[src/rtl/nco_fcw_sweep_pkg.sv]
// Shared NCO definitions: default operand widths and sweep state encoding.
`timescale 1ns/1ps
package nco_pkg;

    localparam int FCW_W_DEF   = 16;
    localparam int DWELL_W_DEF = 16;

    localparam logic [1:0] ST_IDLE   = 2'd0;
    localparam logic [1:0] ST_RUN    = 2'd1;
    localparam logic [1:0] ST_RETURN = 2'd2;

endpackage

[src/rtl/nco_fcw_sweep_if.sv]
// Control/config/status bundle between a sweep controller and its user.
`timescale 1ns/1ps
interface nco_fcw_sweep_if #(
    parameter int FCW_W   = nco_pkg::FCW_W_DEF,
    parameter int DWELL_W = nco_pkg::DWELL_W_DEF
) ();
    logic               start;
    logic               stop;
    logic [FCW_W-1:0]   f_start;
    logic [FCW_W-1:0]   f_stop;
    logic [FCW_W-1:0]   f_step;
    logic [DWELL_W-1:0] dwell;
    logic               loop;
    logic [FCW_W-1:0]   fcw;
    logic               busy;
    logic               step_stb;
    logic               done;

    modport master (
        output start, stop, f_start, f_stop, f_step, dwell, loop,
        input  fcw, busy, step_stb, done
    );

    modport slave (
        input  start, stop, f_start, f_stop, f_step, dwell, loop,
        output fcw, busy, step_stb, done
    );
endinterface

[src/rtl/nco_fcw_sweep_dwell_timer.sv]
// Loadable down-counter; expire is high whenever the count has reached zero.
`timescale 1ns/1ps
module nco_dwell_timer #(
    parameter int W = 16
) (
    input  logic         clk,
    input  logic         rst,
    input  logic         load,
    input  logic         clear,
    input  logic [W-1:0] value,
    output logic         expire
);
    logic [W-1:0] count;

    // clear outranks load so an abort landing with a restart leaves the timer idle
    always_ff @(posedge clk) begin
        if (rst)
            count <= '0;
        else if (clear)
            count <= '0;
        else if (load)
            count <= value;
        else if (count != '0)
            count <= count - 1'b1;
    end

    assign expire = (count == '0);
endmodule

[src/rtl/nco_fcw_sweep.sv]
// Frequency control word sweep generator feeding the NCO phase accumulator.
// Define SWEEP_BIDIR_EN for triangle (up/down) sweeps; default is sawtooth only.
`timescale 1ns/1ps
module nco_fcw_sweep
    import nco_pkg::*;
#(
    parameter int FCW_W   = FCW_W_DEF,
    parameter int DWELL_W = DWELL_W_DEF
) (
    input  logic           clk,
    input  logic           rst,
    nco_fcw_sweep_if.slave bus
);
`ifdef SWEEP_BIDIR_EN
    localparam bit BIDIR = 1'b1;
`else
    localparam bit BIDIR = 1'b0;
`endif

    logic [1:0]         state, state_n;
    logic [FCW_W-1:0]   fcw_q, fcw_n;
    logic               stb_q, stb_n;
    logic               done_q, done_n;
    logic [FCW_W-1:0]   s_start, s_stop, s_step;
    logic [DWELL_W-1:0] s_dwell;
    logic               s_loop, dir_up;
    logic               expire, tmr_load;
    logic [DWELL_W-1:0] tmr_value;
    logic [FCW_W-1:0]   fwd_next, back_next;

    // One step toward target, computed one bit wider so a carry or borrow clamps instead of wrapping
    function automatic logic [FCW_W-1:0] step_toward(
        input logic [FCW_W-1:0] cur,
        input logic [FCW_W-1:0] step,
        input logic [FCW_W-1:0] target,
        input logic             up
    );
        logic [FCW_W:0] sum;
        if (up) begin
            sum = {1'b0, cur} + {1'b0, step};
            return (sum > {1'b0, target}) ? target : sum[FCW_W-1:0];
        end
        sum = {1'b0, cur} - {1'b0, step};
        return (sum[FCW_W] || (sum[FCW_W-1:0] < target)) ? target : sum[FCW_W-1:0];
    endfunction

    assign fwd_next  = step_toward(fcw_q, s_step, s_stop, dir_up);
    assign back_next = step_toward(fcw_q, s_step, s_start, !dir_up);
    assign tmr_value = bus.start ? bus.dwell : s_dwell;

    nco_dwell_timer #(.W(DWELL_W)) u_timer (
        .clk    (clk),
        .rst    (rst),
        .load   (tmr_load),
        .clear  (bus.stop),
        .value  (tmr_value),
        .expire (expire)
    );

    // Next-state logic: stop outranks start, start outranks dwell expiry
    always_comb begin
        state_n  = state;
        fcw_n    = fcw_q;
        stb_n    = 1'b0;
        done_n   = 1'b0;
        tmr_load = 1'b0;
        if (bus.stop) begin
            state_n = ST_IDLE;
        end else if (bus.start) begin
            state_n  = ST_RUN;
            fcw_n    = bus.f_start;
            stb_n    = 1'b1;
            tmr_load = 1'b1;
        end else if (state != ST_IDLE && expire) begin
            case (state)
                ST_RUN: begin
                    if (fcw_q != s_stop) begin
                        fcw_n    = fwd_next;
                        stb_n    = (s_step != '0);
                        tmr_load = 1'b1;
                    end else if (BIDIR && fcw_q != s_start) begin
                        state_n  = ST_RETURN;
                        fcw_n    = back_next;
                        stb_n    = 1'b1;
                        tmr_load = 1'b1;
                    end else if (s_loop) begin
                        fcw_n    = s_start;
                        stb_n    = 1'b1;
                        tmr_load = 1'b1;
                    end else begin
                        state_n = ST_IDLE;
                        done_n  = 1'b1;
                    end
                end
`ifdef SWEEP_BIDIR_EN
                ST_RETURN: begin
                    if (fcw_q != s_start) begin
                        fcw_n    = back_next;
                        stb_n    = 1'b1;
                        tmr_load = 1'b1;
                    end else if (s_loop) begin
                        state_n  = ST_RUN;
                        fcw_n    = fwd_next;
                        stb_n    = 1'b1;
                        tmr_load = 1'b1;
                    end else begin
                        state_n = ST_IDLE;
                        done_n  = 1'b1;
                    end
                end
`endif
                default: state_n = ST_IDLE;
            endcase
        end
    end

    // State, outputs and shadow config; config is only captured by a start that is not aborted
    always_ff @(posedge clk) begin
        if (rst) begin
            state   <= ST_IDLE;
            fcw_q   <= '0;
            stb_q   <= 1'b0;
            done_q  <= 1'b0;
            s_start <= '0;
            s_stop  <= '0;
            s_step  <= '0;
            s_dwell <= '0;
            s_loop  <= 1'b0;
            dir_up  <= 1'b1;
        end else begin
            state  <= state_n;
            fcw_q  <= fcw_n;
            stb_q  <= stb_n;
            done_q <= done_n;
            if (bus.start && !bus.stop) begin
                s_start <= bus.f_start;
                s_stop  <= bus.f_stop;
                s_step  <= bus.f_step;
                s_dwell <= bus.dwell;
                s_loop  <= bus.loop;
                dir_up  <= (bus.f_stop >= bus.f_start);
            end
        end
    end

    assign bus.fcw      = fcw_q;
    assign bus.busy     = (state != ST_IDLE);
    assign bus.step_stb = stb_q;
    assign bus.done     = done_q;
endmodule

[src/flat_wrapper.sv]
// flat-port wrapper written by rule: the top's interface ports become plain ports
module nco_fcw_sweep_flat import nco_pkg::*;
#(
    parameter int FCW_W   = FCW_W_DEF,
    parameter int DWELL_W = DWELL_W_DEF
)
  (clk, rst, bus_start, bus_stop, bus_f_start, bus_f_stop, bus_f_step, bus_dwell, bus_loop, bus_fcw, bus_busy, bus_step_stb, bus_done);
  nco_fcw_sweep_if #(.FCW_W(FCW_W), .DWELL_W(DWELL_W)) bus_i ();
  input  logic clk;
  input  logic rst;
  input wire logic [$bits(bus_i.start)-1:0] bus_start;
  input wire logic [$bits(bus_i.stop)-1:0] bus_stop;
  input wire logic [$bits(bus_i.f_start)-1:0] bus_f_start;
  input wire logic [$bits(bus_i.f_stop)-1:0] bus_f_stop;
  input wire logic [$bits(bus_i.f_step)-1:0] bus_f_step;
  input wire logic [$bits(bus_i.dwell)-1:0] bus_dwell;
  input wire logic [$bits(bus_i.loop)-1:0] bus_loop;
  output wire logic [$bits(bus_i.fcw)-1:0] bus_fcw;
  output wire logic [$bits(bus_i.busy)-1:0] bus_busy;
  output wire logic [$bits(bus_i.step_stb)-1:0] bus_step_stb;
  output wire logic [$bits(bus_i.done)-1:0] bus_done;
  assign bus_i.start = bus_start;
  assign bus_i.stop = bus_stop;
  assign bus_i.f_start = bus_f_start;
  assign bus_i.f_stop = bus_f_stop;
  assign bus_i.f_step = bus_f_step;
  assign bus_i.dwell = bus_dwell;
  assign bus_i.loop = bus_loop;
  assign bus_fcw = bus_i.fcw;
  assign bus_busy = bus_i.busy;
  assign bus_step_stb = bus_i.step_stb;
  assign bus_done = bus_i.done;
  nco_fcw_sweep #(.FCW_W(FCW_W), .DWELL_W(DWELL_W)) u_core (.clk(clk), .rst(rst), .bus(bus_i));
endmodule
[config.mk]
export PLATFORM = sky130hd
export DESIGN_NAME = nco_fcw_sweep_flat
export DESIGN_NICKNAME = d
export VERILOG_FILES = /design/src/rtl/nco_fcw_sweep_pkg.sv /design/src/rtl/nco_fcw_sweep_if.sv /design/src/rtl/nco_fcw_sweep_dwell_timer.sv /design/src/rtl/nco_fcw_sweep.sv /design/src/flat_wrapper.sv
export SDC_FILE = /design/constraint.sdc
export NUM_CORES = 1
export LEC_CHECK = 0
export CAP_MARGIN = 20
export CORE_MARGIN = 10
export CORE_UTILIZATION = 55
export CTS_BUF_LIST = sky130_fd_sc_hd__clkbuf_4 sky130_fd_sc_hd__clkbuf_8
export CTS_CLUSTER_SIZE = 40
export DETAILED_ROUTE_END_ITERATION = 8
export GPL_TIMING_DRIVEN = 0
export PLACE_DENSITY = 0.78
export SYNTH_ARGS = -nofsm -noshare
export SYNTH_HDL_FRONTEND = slang
export SYNTH_SLANG_ARGS = --single-unit
[constraint.sdc]
create_clock -name clk -period 6.45 [get_ports clk]
set_input_delay 0.9675 -clock clk [delete_from_list [all_inputs] [get_ports clk]]
set_output_delay 0.9675 -clock clk [all_outputs]
set_load 0.01 [all_outputs]
; Word-level counts from Yosys, hierarchy flattened
; Index checks and enable logic that the tools add are counted.
[word_totals]
ff_bits = 102
elab_cells = 74
[op_classes]
add_sub_neg = 3
magnitude_cmp = 3
eq_ne = 6
mux = 29
n_bitwise = 3
reduce_logical = 18
[ops]
columns = operator, count
row1 = 16-bit two-way mux, 12
row2 = 16-bit nonzero test, 2
row3 = 16-bit by 16-bit adder with 17-bit output, 1
row4 = 17-bit by 16-bit greater-than comparator with 1-bit output, 1
row5 = 16-bit by 16-bit subtractor with 17-bit output, 1
row6 = 16-bit greater-or-equal comparator, 1
row7 = 16-bit zero test, 1
row8 = 16-bit < comparator, 1
row9 = 16-bit != test, 1
row10 = "16-bit by 1-bit subtractor with 16-bit output, second input constant", 1
row11 = 1-bit two-way mux, 14
row12 = 2-bit nonzero test, 4
row13 = 2-bit two-way mux, 3
row14 = "3-bit != test, second input constant", 2
row15 = 3-bit AND reduction, 2
row16 = 6-bit OR reduction, 1
row17 = "2-bit != test, second input constant", 2
row18 = 4-bit AND reduction, 1
row19 = 1-bit inverter, 3
row20 = 3-bit nonzero test, 1
row21 = 3-bit OR reduction, 1
row22 = "2-bit by 1-bit equality test with 1-bit output, second input constant", 1
row23 = 1-bit logical AND, 2
row24 = 2-bit OR reduction, 1
row25 = other kinds (2), 2

; Logic depth before layout (Yosys ltp)
; Gate-level depths: netlist of the first run.
[depth]
ltp_word = 9
depth_mapped = 20
depth_no_buf = 19

; Modules after synthesis
; A second synthesis of the first run with hierarchy kept.
[hier_totals]
cells_unflattened = 1049
area_unflattened_um2 = 7947.6
[modules_own_cells]
columns = module, instances, cells_each, area_per_inst_um2, seq_area_each_um2
row1 = nco_fcw_sweep, 1, 936, 7025.5, 1701.6
row2 = nco_dwell_timer, 1, 113, 922.1, 320.3

; Least setup slack after synthesis of the first run
; OpenSTA, ideal clock, no wires.
[synth_path]
kind = register to register
from = register u_core.fcw_q[0] (netlist: u_core.bus.fcw[0])
to = register u_core.fcw_q[15] (netlist: u_core.bus.fcw[15])
arrival_time_ns = 4.378
path_slack_ns = 1.950
stages_incl_launch_ff = 19
path_buffers = 1
synth_period_minus_slack_ns = 4.500
cell_sequence = dfxtp_1 ha_1 inv_1 fa_1 o21bai_1 a2111oi_4 nor2_1 o41ai_1 mux2i_1 nand3_1 ha_1 nand4_1 nor3_1 a41oi_1 o22ai_1 and2_1 buf_4 mux2_2 a221o_1
[synth_between]
elab_chain_len = 9
word_cells_on_any_way = 16
cone_classes = add/sub: 2 / order compare: 2 / eq/ne: 1 / mux: 8 / reduce/logical: 3
[synth_lines]
columns = item, line
row1 = start: declaration, nco_fcw_sweep.sv:21  ; logic [FCW_W-1:0] fcw_q, fcw_n;
row2 = start signal: assignment, nco_fcw_sweep.sv:132  ; fcw_q <= fcw_n;
row3 = 16-bit by 16-bit adder with 17-bit output / 16-bit by 16-bit subtractor with 17-bit output (equally long branches), --
row4 = 17-bit by 16-bit greater-than comparator with 1-bit output / 16-bit < comparator (equally long branches), "nco_fcw_sweep.sv:41, nco_fcw_sweep.sv:44"
row5 = 16-bit two-way mux / 1-bit logical OR (equally long branches), "nco_fcw_sweep.sv:41, nco_fcw_sweep.sv:44"
row6 = 16-bit two-way mux (on tied branches), "nco_fcw_sweep.sv:39, nco_fcw_sweep.sv:44"
row7 = 16-bit two-way mux, nco_fcw_sweep.sv:43  ; sum = {1'b0, cur} - {1'b0, step};
row8 = 16-bit two-way mux, nco_fcw_sweep.sv:77  ; if (fcw_q != s_stop) begin
row9 = 16-bit two-way mux, nco_fcw_sweep.sv:75  ; case (state)
row10 = 16-bit two-way mux, nco_fcw_sweep.sv:74  ; end else if (state != ST_IDLE && expire) begin
row11 = 16-bit two-way mux, nco_fcw_sweep.sv:69  ; end else if (bus.start) begin
; Several ways; a longest one is shown, not always the timed one. The select of a mux whose other input is x is not followed.
; A chain may end at the register's enable or synchronous reset.

; Final worst setup path of the first run
[layout_path]
from = register u_core.s_step[0]
to = register u_core.fcw_q[15] (netlist: u_core.bus.fcw[15])
[layout_between]
elab_chain_len = 9
word_cells_on_any_way = 13
cone_classes = add/sub: 2 / order compare: 2 / mux: 8 / reduce/logical: 1
[layout_lines]
columns = item, line
row1 = start: declaration, nco_fcw_sweep.sv:24  ; logic [FCW_W-1:0] s_start, s_stop, s_step;
row2 = start signal: assignment, nco_fcw_sweep.sv:138  ; s_step <= bus.f_step;
row3 = 16-bit by 16-bit adder with 17-bit output / 16-bit by 16-bit subtractor with 17-bit output (equally long branches), --
row4 = 17-bit by 16-bit greater-than comparator with 1-bit output / 16-bit < comparator (equally long branches), "nco_fcw_sweep.sv:41, nco_fcw_sweep.sv:44"
row5 = 16-bit two-way mux / 1-bit logical OR (equally long branches), "nco_fcw_sweep.sv:41, nco_fcw_sweep.sv:44"
row6 = 16-bit two-way mux (on tied branches), "nco_fcw_sweep.sv:39, nco_fcw_sweep.sv:44"
row7 = 16-bit two-way mux (*), nco_fcw_sweep.sv:43
row8 = 16-bit two-way mux (*), nco_fcw_sweep.sv:77
row9 = 16-bit two-way mux (*), nco_fcw_sweep.sv:75
row10 = 16-bit two-way mux (*), nco_fcw_sweep.sv:74
row11 = 16-bit two-way mux (*), nco_fcw_sweep.sv:69
; Mark *: on every way between the ends. The rest lies on a longest branch, timed or not. The select of a mux whose other input is x is not followed.

==> results of run 1 <==
## cell families (layout without fill, tap and decap cells)
group                    after synthesis  count (layout)  synth area share
adder cells (fa/ha/maj)               82              82             0.132
flip-flops                           101             101             0.256
AND/OR/NAND/NOR                      364             364             0.215
XOR/XNOR                              53              53            0.0587
multiplexers                          35              35            0.0453
buffers and inverters                131             233            0.0662
AO/OA/AOI/OAI                        275             275             0.227
## per-layer routing
metal / vias up / routed length (microns) / part of all wire
li1: 3880 / - / -
met1: 3648 / 11500 / 0.45
met2: 405 / 10900 / 0.43
met3: 50 / 2200 / 0.087
met4: 0 / 847 / 0.033
met5: - / 0 / 0
## state kept, by name (all words and copies together) (netlist names), 16 cells and up
register / count
u_core.s_dwell: 16
u_core.bus.fcw: 16
u_core.s_start: 16
u_core.s_stop: 16
u_core.u_timer.count: 16
u_core.s_step: 16
## worst max-delay path: cells and delay by family (launching register included)
family          cells  cell delay (ns)
fa+ha+maj           3             0.80
buf+inv             2             0.26
mux                 2             0.60
compound gates      6             2.39
simple gates        5             0.95
flops               1             0.41
## worst max path at each step
stage / from / end / depth (start not counted)
finish: u_core.s_step[0] / u_core.bus.fcw[15] / 18
global route: u_core.s_step[0] / u_core.bus.fcw[12] / 20
CTS: u_core.s_step[0] / u_core.bus.fcw[15] / 18
detailed placement: u_core.bus.fcw[0] / u_core.bus.fcw[15] / 18
global placement: u_core.bus.fcw[0] / u_core.bus.fcw[15] / 18
floorplan: u_core.bus.fcw[0] / u_core.bus.fcw[15] / 18
## final cells by class
type	count	share of cell area
plain buffers	57	0.0267
clock buffers	10	0.0143
clock inverters	6	0.00681
inverters	74	0.0303
multi-input cells	809	0.583
flip-flops and latches	101	0.220
well taps	180	0.0245
repair buffers	86	0.0938
## placed cells by master (no fill, tap or decap), types with 9 or more instances in the layout
master / n
a31oi_1: 12
a21oi_1: 128
clkbuf_1: 39
xnor2_1: 40
nor3_1: 25
ha_1: 80
mux2i_1: 29
nand3_1: 20
o21bai_1: 9
a211oi_1: 27
nor4_1: 13
clkbuf_8: 9
inv_1: 70
buf_2: 10
clkdlybuf4s50_1: 86
dfxtp_1: 101
xor2_1: 13
o21ai_0: 27
nor2_1: 68
nand2_1: 167
nor2b_1: 12
nand4_1: 13
nand2b_1: 12
## cell usage after synthesis (8+ instances only)
cell / count
nand2b_1: 12
o21ai_0: 27
buf_2: 10
inv_1: 70
ha_1: 80
xnor2_1: 40
or3_1: 8
clkbuf_1: 39
mux2i_1: 29
a21oi_1: 128
nor2b_1: 12
nand4_1: 13
nand2_1: 167
xor2_1: 13
nand3_1: 20
a211oi_1: 27
nor2_1: 68
o21bai_1: 9
dfxtp_1: 101
nor3_1: 25
a31oi_1: 12
nor4_1: 13
and3_1: 8
## power by group
part / leakage, uW / internal, uW / switching [uW]
Sequential: 0.000826 / 670 / 65.3
Clock: 0.0000996 / 155 / 268
Combinational: 0.00267 / 481 / 657
Total: 0.00360 / 1310 / 991
## through the flow
stage          total power [uW]  instances  utilization  instance area (sq um)
2_1_floorplan              1540       1041            -                   7900
6_report                   2300       1323        0.656                   9180
4_1_cts                    2270       1323        0.656                   9180
3_5_place_dp               1850       1307        0.642                   8990
5_1_grt                    2440       1323        0.656                   9180
3_3_place_gp               1840       1307        0.642                   8990
==> reports/results.txt, run 1 <==
Setup repair after global routing left no endpoint under its margin. Clock tree synthesis inserted a total of 9 buffers. Most frequently used flop master after synthesis: dfxtp_1. Layer carrying the most global-route usage: met2.

The length in cells of the worst reg-to-reg path works out to 18. The largest individual stage delay along the critical path comes from the cell o41ai_1. The share of the cycle needed by the critical path after routing was 0.859. The run finished with clean final reports. The number of antenna violations at the first check in global routing was 0. Yosys mapped a number of flops with a built-in enable equal to 0. After synthesis, the netlist uses 72 different library cells.

In the final routed layout, each cell accounts on average for 19.2 microns. The run gives 0 as the number of hold-slack violations in the final timing report. The type of the worst setup path was flop to flop. The startpoint class of the critical path is a flop. The peak supply drop was 0.152 mV. The tools report the clock net sink count as 101. At the end of routability-driven placement, the weighted congestion stood at 1.01. TritonCTS built the clock tree. The longest clock path from root to sink contains 2 buffers. The endpoint identified for the worst register-to-register timing path is u_core.bus.fcw[15]. For this design the ratio of total power to cell area is 250 nW/um^2. 88 I/O pins were placed. The routed design could run at a clock period as short as 5.54 ns.

The die is 140 microns tall. The worst register-to-register path begins at u_core.s_step[0]. In this design, the critical path's most frequently occurring cell is ha_1. The floorplan core area is 14000 sq um, and the delay of the slowest critical-path stage is 0.72 ns. At the later pin of the worst-skew pair, clock insertion delay measures 0.41 ns.

The mapped netlist covers 7900 sq um. The area overhead of the layout relative to synthesis was 16.2%. Clock-pin slew was measured on the worst setup and hold paths at 0.12 ns. For the final routed database, the setup TNS stands at 0 ns. Global-route met3 utilization: 0.0473. The worst hold path belongs to the class flop to flop. The data required time at the worst endpoint was 6.75 ns. The post-layout net count is 1289, and the worst slack at placement is 1.04 ns. For this block, the initial DRC count from the detailed router was 771.

The number of setup buffers added after CTS is 0. The die covers 19600 sq um. The worst path meets setup with 0.907 ns of slack.

The tools report the endpoint of the worst hold-timing path as u_core.s_dwell[6]. Count of mapped cells out of synthesis: 1041. The multi-input combinational cells in the finished layout cover a total of 5360 sq um. The detailed placer's ending HPWL was 20.3 mm; the async set or reset register ratio after synthesis was 0.

Clock tree synthesis selected as its root buffer the cell clkbuf_8. In the final layout, flip-flops and latches occupy 2020 sq um. The startpoint identified for the worst hold timing path is u_core.s_dwell[6]. The length of the first detailed-routing pass in iterations is 8, and the relative slew slack is 0.459. The worst register-to-register path has a setup slack of 0.91 ns. After synthesis, the cell types taking the most area are dfxtp_1 (26%), ha_1 (13%), a21oi_1 (8.1%). In this run the remaining antenna-violating nets after routing total 0. Number of inserted filler cells in the final layout: 1287.

The tools report the total global routing track utilization as 0.251. The cell accounting for the most synthesized area was dfxtp_1. For the number of warnings issued by yosys, the log shows 0. The endpoint type of the worst setup path is a flop. The pin count of the biggest net entering global routing is 20, and the routing usage on met1 is 0.343. The run gives 1192 as the synthesized net count.

The logs give 7551 for the via count of the first global-routing pass and 25.5 mm for the total length of routed wires. The transition time of the tightest slew-check pin works out to 0.804 ns. The repair_antennas step left the layout with diodes totalling 0. The run gives 0.00360 uW as the leakage power summed over all cells. Detailed-route vias per instance: 6.03. Data on the critical path arrives at its endpoint at 5.84 ns.

Setup violations remaining at the end of the flow were counted as 0. The met2 track demand over resource is 0.379. For the upper clock frequency limit, the log shows 180 MHz. The average instance in the mapped netlist occupies 7.59 sq um. The share of cells above drive strength 1 came out at 0.0481. The fraction of post-synthesis cell area in the top cell type by area was 0.256. The clock arrives with 0.0222 ns of skew.

The die is 140 microns wide. The tools report the part of the Yosys area used for sequential elements as 0.256. The number of max-cap violations was 0; the biggest fanout along the worst timing path was 10. The remaining global-route overflow is 0, and the post-detailed-route DRC marker count is 0.

Total of buffers placed on input and output ports: 86. The floorplan has 43 rows. The tightest hold path in the finished design has a slack of 0.460 ns.

The starting density of the core is 0.565, and the first-pass GRT wire length is 40.3 mm. Counting instances, the worst hold path has a depth of 2. The clock tree synthesis step divided the H-tree into 3 levels. The number of synthesized register bits is 101. The routed layout has 7983 vias. The logs give 0 for the number of buffers added to fix hold violations after cts and 0 for the post-CTS resize count. Walking the worst path, the cells encountered are ha_1, inv_1, fa_1, o21bai_1, a2111oi_4, nor2_1, o41ai_1, mux2i_1, nand3_1, ha_1, nand4_1, nor3_1, a41oi_1, o22ai_1, and2_1, buf_4, mux2_2, a221o_1. The run gives 0 as the count of pins over their slew limit.
Power figures use the tool's default switching activity.
==> run 2: changes to the inputs <==
- CORE_UTILIZATION: 55 -> 52
- MAX_ROUTING_LAYER: not set -> met4
- PLACE_DENSITY: 0.78 -> 0.75
==> reports/results.txt, run 2 (synthesis results as in run 1) <==
The number of antenna violations at the first check in global routing came out at 0 (unchanged). Number of nets with antenna violations after detailed routing: 0 (unchanged). The relative slew slack was 0.438 (-0.0211); the biggest fanout along the worst timing path was 10 (unchanged). Cell depth of the worst min-delay path: 2 (unchanged). The number of placement rows was 44 (+2.3%).

The first-pass GRT wire length was 38.6 mm (-4.1%); the post-layout net count was 1289 (unchanged). The die extent in x was 143 microns (+2.4%). Clock transition time at the flip-flop clock pins of the worst setup and hold paths: 0.12 ns (about the same). The run gives 0 (unchanged) as the final antenna diode count. The power density over the cells is 248 nW/um^2 (-0.91%). The logs give 0 (unchanged) for the count of final setup violators and 0 (unchanged) for the remaining global-route overflow. For the total length of routed wires, the log shows 24.9 mm (-2.2%).

The tree is rooted in a clkbuf_8. For the register-to-register setup slack, the log shows 0.91 ns (about the same). The number of hold-slack violations in the final timing report is 0 (unchanged). In the layout the commonest cells are nand2_1 (167), a21oi_1 (128), dfxtp_1 (101). The length in cells of the worst reg-to-reg path came out at 18 (unchanged). Largest clock skew in the final design: 0.0160 ns (-0.00619 ns). The tools report the end of the worst register-to-register path as u_core.bus.fcw[15]. The run gives 7262 (-3.8%) as the via count of the first global-routing pass. The detailed-route vias per instance came out at 5.94 (-1.5%).

The post-route minimum period works out to 5.54 ns (-0.00372 ns). The tools report the startpoint of the tightest hold check path as u_core.s_dwell[12]. The share of cells above drive strength 1 works out to 0.0481 (unchanged). The logs give 0 (unchanged) for the post-CTS setup-driven buffer insertion count and 670 (-13%) for the initial DRC count. The tools report the final RePlAce weighted congestion as 0.985 (-2.3%). TritonCTS built the clock tree. The arrival time at the worst endpoint was 5.83 ns (about the same). The multi-input gate area in the final layout was 5360 sq um (unchanged); the length of the first detailed-routing pass in iterations was 5 (-3). Leaving out fill and tap cells, the most frequent cell in the layout is nand2_1. The run gives 3 (unchanged) as the number of H-tree levels. The pin count of the biggest net entering global routing was 20 (unchanged); the leakage power summed over all cells was 0.00359 uW (about the same). The worst hold path belongs to the class flop to flop. The placed cell count was 1311 (+0.31%); the area of the die was 20500 sq um (+4.9%). The tools report the data required time at the worst endpoint as 6.74 ns (about the same). The largest buffer count on any clock path was 2 (unchanged). The post-CTS resize count came out at 0 (unchanged).

The count of pins over their slew limit came out at 0 (unchanged). Setup repair after global routing left no endpoint under its margin. The worst setup path is captured at a flop.

The total of buffers placed on input and output ports works out to 86 (unchanged). Area occupied by registers: 2020 sq um (unchanged). The flow ran to the end, and the final reports show no timing, DRC or antenna violations. For the starting density of the core, the log shows 0.538 (-0.0273). The accumulated negative setup slack came out at 0 ns (unchanged). The transition time of the tightest slew-check pin was 0.837 ns (+0.0321 ns).

The logs give 0.625 (-0.0317) for the utilization after layout and 1387 (+7.8%) for the number of inserted filler cells in the final layout. The peak supply drop came out at 0.118 mV (-22%). The critical path is of the flop to flop type.

The detailed placer's ending HPWL was 20.0 mm (-1.9%); the count of pins on the block boundary was 88 (unchanged). For the clock latency on the worst-skew pair, the log shows 0.40 ns (about the same). Wire length per cell: 18.8 microns (-2.5%). The path with the worst hold slack has its endpoint at u_core.s_dwell[12].

The logs give 101 (unchanged) for the clock net sink count and 9 (unchanged) for the total CTS buffers. For the post-detailed-route DRC marker count, the log shows 0 (unchanged). The upper clock frequency limit was 181 MHz (about the same); the total number of vias was 7888 (-1.2%). The area overhead of the layout relative to synthesis was 16.2% (unchanged); the share of the cycle needed by the critical path after routing was 0.859 (about the same). Worst flop-to-flop path startpoint: u_core.bus.fcw[0]. The total global routing track utilization is 0.245 (-0.00677), and the height of the die is 143 microns (+2.4%). The tools report the number of max-cap violations as 0 (unchanged). Floorplan core area: 14700 sq um (+5.1%). Number of buffers added to fix hold violations after cts: 0 (unchanged).

The worst setup path is launched from a flop. The final cell count without fillers was 1327 (+0.30%).
==> run 2: cell count changes in the layout (fill, tap and decap cells not counted) <==
cell      change
clkinv_2      +1
inv_6         +2
clkbuf_4      -1
clkinv_4      -1
inv_8         -1
==> run 2: worst max-delay path by stage <==
stage                      startpoint            endpoint  cells after the start
finish              u_core.bus.fcw[0]  u_core.bus.fcw[15]                     18
global route        u_core.bus.fcw[0]  u_core.bus.fcw[12]                     20
CTS                 u_core.bus.fcw[0]  u_core.bus.fcw[15]                     18
detailed placement  u_core.bus.fcw[0]  u_core.bus.fcw[15]                     18
global placement    u_core.bus.fcw[0]  u_core.bus.fcw[15]                     18
floorplan           u_core.bus.fcw[0]  u_core.bus.fcw[15]                     18
==> run 2: routing by layer <==
metal,GRT usage,vias up,share of wire
met2,0.365,318,0.43
met3,0.0368,53,0.071
met4,0.0913,0,0.031
met5,-,-,0
met1,0.328,3648,0.47
li1,-,3869,-
==> run 2: cell type report <==
type	instances	share of cell area
Inverter	74	0.0303
Sequential cell	101	0.220
Timing Repair Buffer	86	0.0938
Clock inverter	7	0.00709
Buffer	57	0.0267
Clock buffer	9	0.0135
Tap cell	184	0.0251
Multi-Input combinational cell	809	0.583
==> run 2: critical path, cell delays in order, from the launching register on <==
cell and delay (ns):
dfxtp_1 0.39, ha_1 0.23, inv_1 0.07, fa_1 0.22, o21bai_1 0.17, a2111oi_4 0.47, nor2_1 0.15, o41ai_1 0.68
mux2i_1 0.25, nand3_1 0.17, ha_1 0.34, nand4_1 0.11, nor3_1 0.28, a41oi_1 0.15, o22ai_1 0.61, and2_1 0.25
buf_4 0.19, mux2_2 0.35, a221o_1 0.31
==> run 2: per-stage QoR <==
step           hold slack, ns  total power, uW  area, sq um  setup WS, ns
6_report                0.461             2280         9180         0.911
5_1_grt                 0.479             2410         9180         0.480
4_1_cts                 0.461             2250         9180          1.01
3_5_place_dp            0.445             1850         8990          1.05
3_3_place_gp            0.441             1840         8990          1.10
2_1_floorplan           0.434             1540         7900          1.95
==> run 2: report_power, final <==
group          switching (uW)  internal, uW  leakage (uW)
clock network             256           149     0.0000978
logic                     657           481       0.00267
registers                62.9           670      0.000826
total                     976          1300       0.00359
==> run 3: changes to the inputs <==
- CORE_UTILIZATION: 52 -> 64
- PLACE_DENSITY: 0.75 -> 0.89
==> reports/results.txt, run 3 (synthesis results as in run 1) <==
The total global routing track utilization is 0.284 (+0.0393). The tools report the worst flop-to-flop path startpoint as u_core.bus.fcw[0]. The cell family with the largest share of critical-path delay is compound AO/OA/AOI/OAI gates.

The utilization after layout is 0.760 (+0.135). For the post-CTS resize count, the log shows 0 (unchanged). The cell depth of the worst min-delay path was 2 (unchanged); the share of the cycle needed by the critical path after routing was 0.871 (+0.0121). The first-pass GRT wire length was 39.7 mm (+2.7%); the number of buffers added to fix hold violations after cts was 0 (unchanged). The length in cells of the worst reg-to-reg path came out at 18 (unchanged). The peak supply drop was 0.175 mV (+48%). Biggest fanout along the worst timing path: 10 (unchanged). The run gives 0.461 ns (+0.000477 ns) as the worst hold margin. Count of pins over their slew limit: 0 (unchanged). For the number of placement rows, the log shows 40 (-9.1%). The count of pins on the block boundary was 88 (unchanged); the length of the first detailed-routing pass in iterations was 6 (+1). The register-to-register setup slack is 0.83 ns (-0.08 ns). Detailed-route vias per instance: 6.28 (+5.6%).

Path type of the worst min-delay path: flop to flop. The transition time of the tightest slew-check pin was 0.906 ns (+0.0693 ns). The post-layout net count was 1289 (unchanged); the height of the die was 131 microns (-8.5%). The tools report the detailed placer's ending HPWL as 19.8 mm (-0.86%). The run gives 6.74 ns (about the same) as the data required time at the worst endpoint.

The top cell types in the final layout, fill and taps aside, are nand2_1 (167), a21oi_1 (128), dfxtp_1 (101). The logs give 9 (unchanged) for the total CTS buffers and 0 (unchanged) for the number of antenna violations at the first check in global routing. TritonCTS built the clock tree. The end of the worst register-to-register path is u_core.bus.fcw[15]. The post-CTS setup-driven buffer insertion count was 0 (unchanged); the via count of the first global-routing pass was 7544 (+3.9%).

The tools report the final antenna diode count as 0 (unchanged). The largest clock skew in the final design came out at 0.0125 ns (-0.00352 ns). The logs give 2290 uW (+0.67%) for the total power of the final layout and 8970 sq um (-0.22%) for the area after detailed placement. The clock net sink count was 101 (unchanged). Counting stages on the worst path, the most repeated cell is ha_1.

The area of the die is 17200 sq um (-16%). Buffer and inverter count on the worst path: 2 (unchanged). The initial DRC count came out at 978 (+46%). The pin count of the biggest net entering global routing is 18 (-10%), and the total number of vias is 8230 (+4.3%). Setup repair after global routing left no endpoint under its margin. The remaining global-route overflow was 0 (unchanged).

The worst setup path is captured at a flop. The area overhead of the layout relative to synthesis came out at 16.0%. The endpoint of the worst hold-timing path is u_core.s_start[9]. The run gives 3 (unchanged) as the number of H-tree levels. The post-route minimum period works out to 5.62 ns (+0.0782 ns). The tools report the post-detailed-route DRC marker count as 0 (unchanged). The logs give 25.0 mm (+0.47%) for the total length of routed wires and 1.02 (+3.6%) for the final RePlAce weighted congestion.

The wire length per cell is 19.1 microns (+1.7%), and the die extent in x is 131 microns (-8.5%). The tools report the number of nets with antenna violations after detailed routing as 0 (unchanged). The accumulated negative setup slack was 0 ns (unchanged). The worst setup path is launched from a flop.

For the clock latency on the worst-skew pair, the log shows 0.39 ns (about the same). The clock tree root driver cell was clkbuf_8. The count of final setup violators was 0 (unchanged).

The run gives 9170 sq um (-0.16%) as the post-route standard cell area excluding fillers. The critical path goes through ha_1, inv_1, fa_1, o21bai_1, a2111oi_4, nor2_1, o41ai_1, mux2i_1, nand3_1, ha_1, nand4_1, nor3_1, a41oi_1, o22ai_1, and2_1, buf_4, mux2_2, a221o_1. The floorplan core area is 12100 sq um (-18%), and the delay of the slowest critical-path stage is 0.72 ns (+0.04 ns). The run gives 0 (unchanged) as the number of hold-slack violations in the final timing report. The flow ran to the end, and the final reports show no timing, DRC or antenna violations. For the starting density of the core, the log shows 0.655 (+0.118). Clock transition time at the flip-flop clock pins of the worst setup and hold paths: 0.11 ns (about the same).

Startpoint of the tightest hold check path: u_core.s_start[9]. The relative slew slack is 0.391 (-0.0466). The worst-path cell with the longest stage delay is o41ai_1.

The setup path with the least slack is of type flop to flop. Leaving out fill and tap cells, the most frequent cell in the layout is nand2_1. Share of cells above drive strength 1: 0.0481 (unchanged). The logs give 178 MHz (-1.4%) for the upper clock frequency limit and 0 (unchanged) for the number of max-cap violations. The logs give 5.91 ns (+0.08 ns) for the arrival time at the worst endpoint and 2 (unchanged) for the largest buffer count on any clock path. The power density over the cells came out at 250 nW/um^2 (+0.84%). The leakage power summed over all cells is 0.00360 uW (+0.11%), and the total of buffers placed on input and output ports is 86 (unchanged).
run 3: cell types whose count changed in the layout (fill, tap and decap cells not counted), sizes merged:
cell,delta
inv,-2
clkbuf,+2
run 3: stage by stage:
step	setup slack (ns)	instances
final	0.833	1311
after global routing	0.595	1311
after global placement	0.938	1295
after detailed placement	1.02	1295
after CTS	0.995	1311
after floorplan	1.95	1041
run 3: worst max-delay path by stage:
stage	end	slack (ns)	cells after the start	start
6_report	u_core.bus.fcw[15]	0.83	18	u_core.bus.fcw[0]
5_1_grt	u_core.bus.fcw[12]	0.59	20	u_core.bus.fcw[0]
4_1_cts	u_core.bus.fcw[15]	0.99	18	u_core.bus.fcw[0]
3_5_place_dp	u_core.bus.fcw[15]	1.02	18	u_core.bus.fcw[0]
3_3_place_gp	u_core.bus.fcw[15]	0.94	18	u_core.bus.fcw[0]
2_1_floorplan	u_core.bus.fcw[15]	1.95	18	u_core.bus.fcw[0]
run 3: power breakdown:
part           internal (uW)  switching (uW)
registers                670            63.7
clock network            167             246
logic                    481             664
run 3: final cells by class:
class / count / area (sq um)
Tap cell: 168 / 210
Sequential cell: 101 / 2020
Inverter: 74 / 278
Multi-Input combinational cell: 809 / 5360
Timing Repair Buffer: 86 / 861
Clock inverter: 5 / 42.5
Clock buffer: 11 / 151
Buffer: 57 / 245
Fill cell: 960 / 2900
run 3: per-layer routing:
layer / global-route usage / part of all wire / vias up
li1: - / - / 3870
met1: 0.371 / 0.43 / 3770
met2: 0.424 / 0.43 / 502
met3: 0.0495 / 0.10 / 88
met4: 0.117 / 0.041 / 0
met5: - / 0 / -
run 3: worst reg2reg max path, delay by kind of cell (launching register included):
family	cells	cell delay, ns
adder cells (fa/ha/maj)	3	0.80
buffers and inverters	2	0.25
flip-flops	1	0.40
AO/OA/AOI/OAI	6	2.42
AND/OR/NAND/NOR	5	1.03
multiplexers	2	0.62
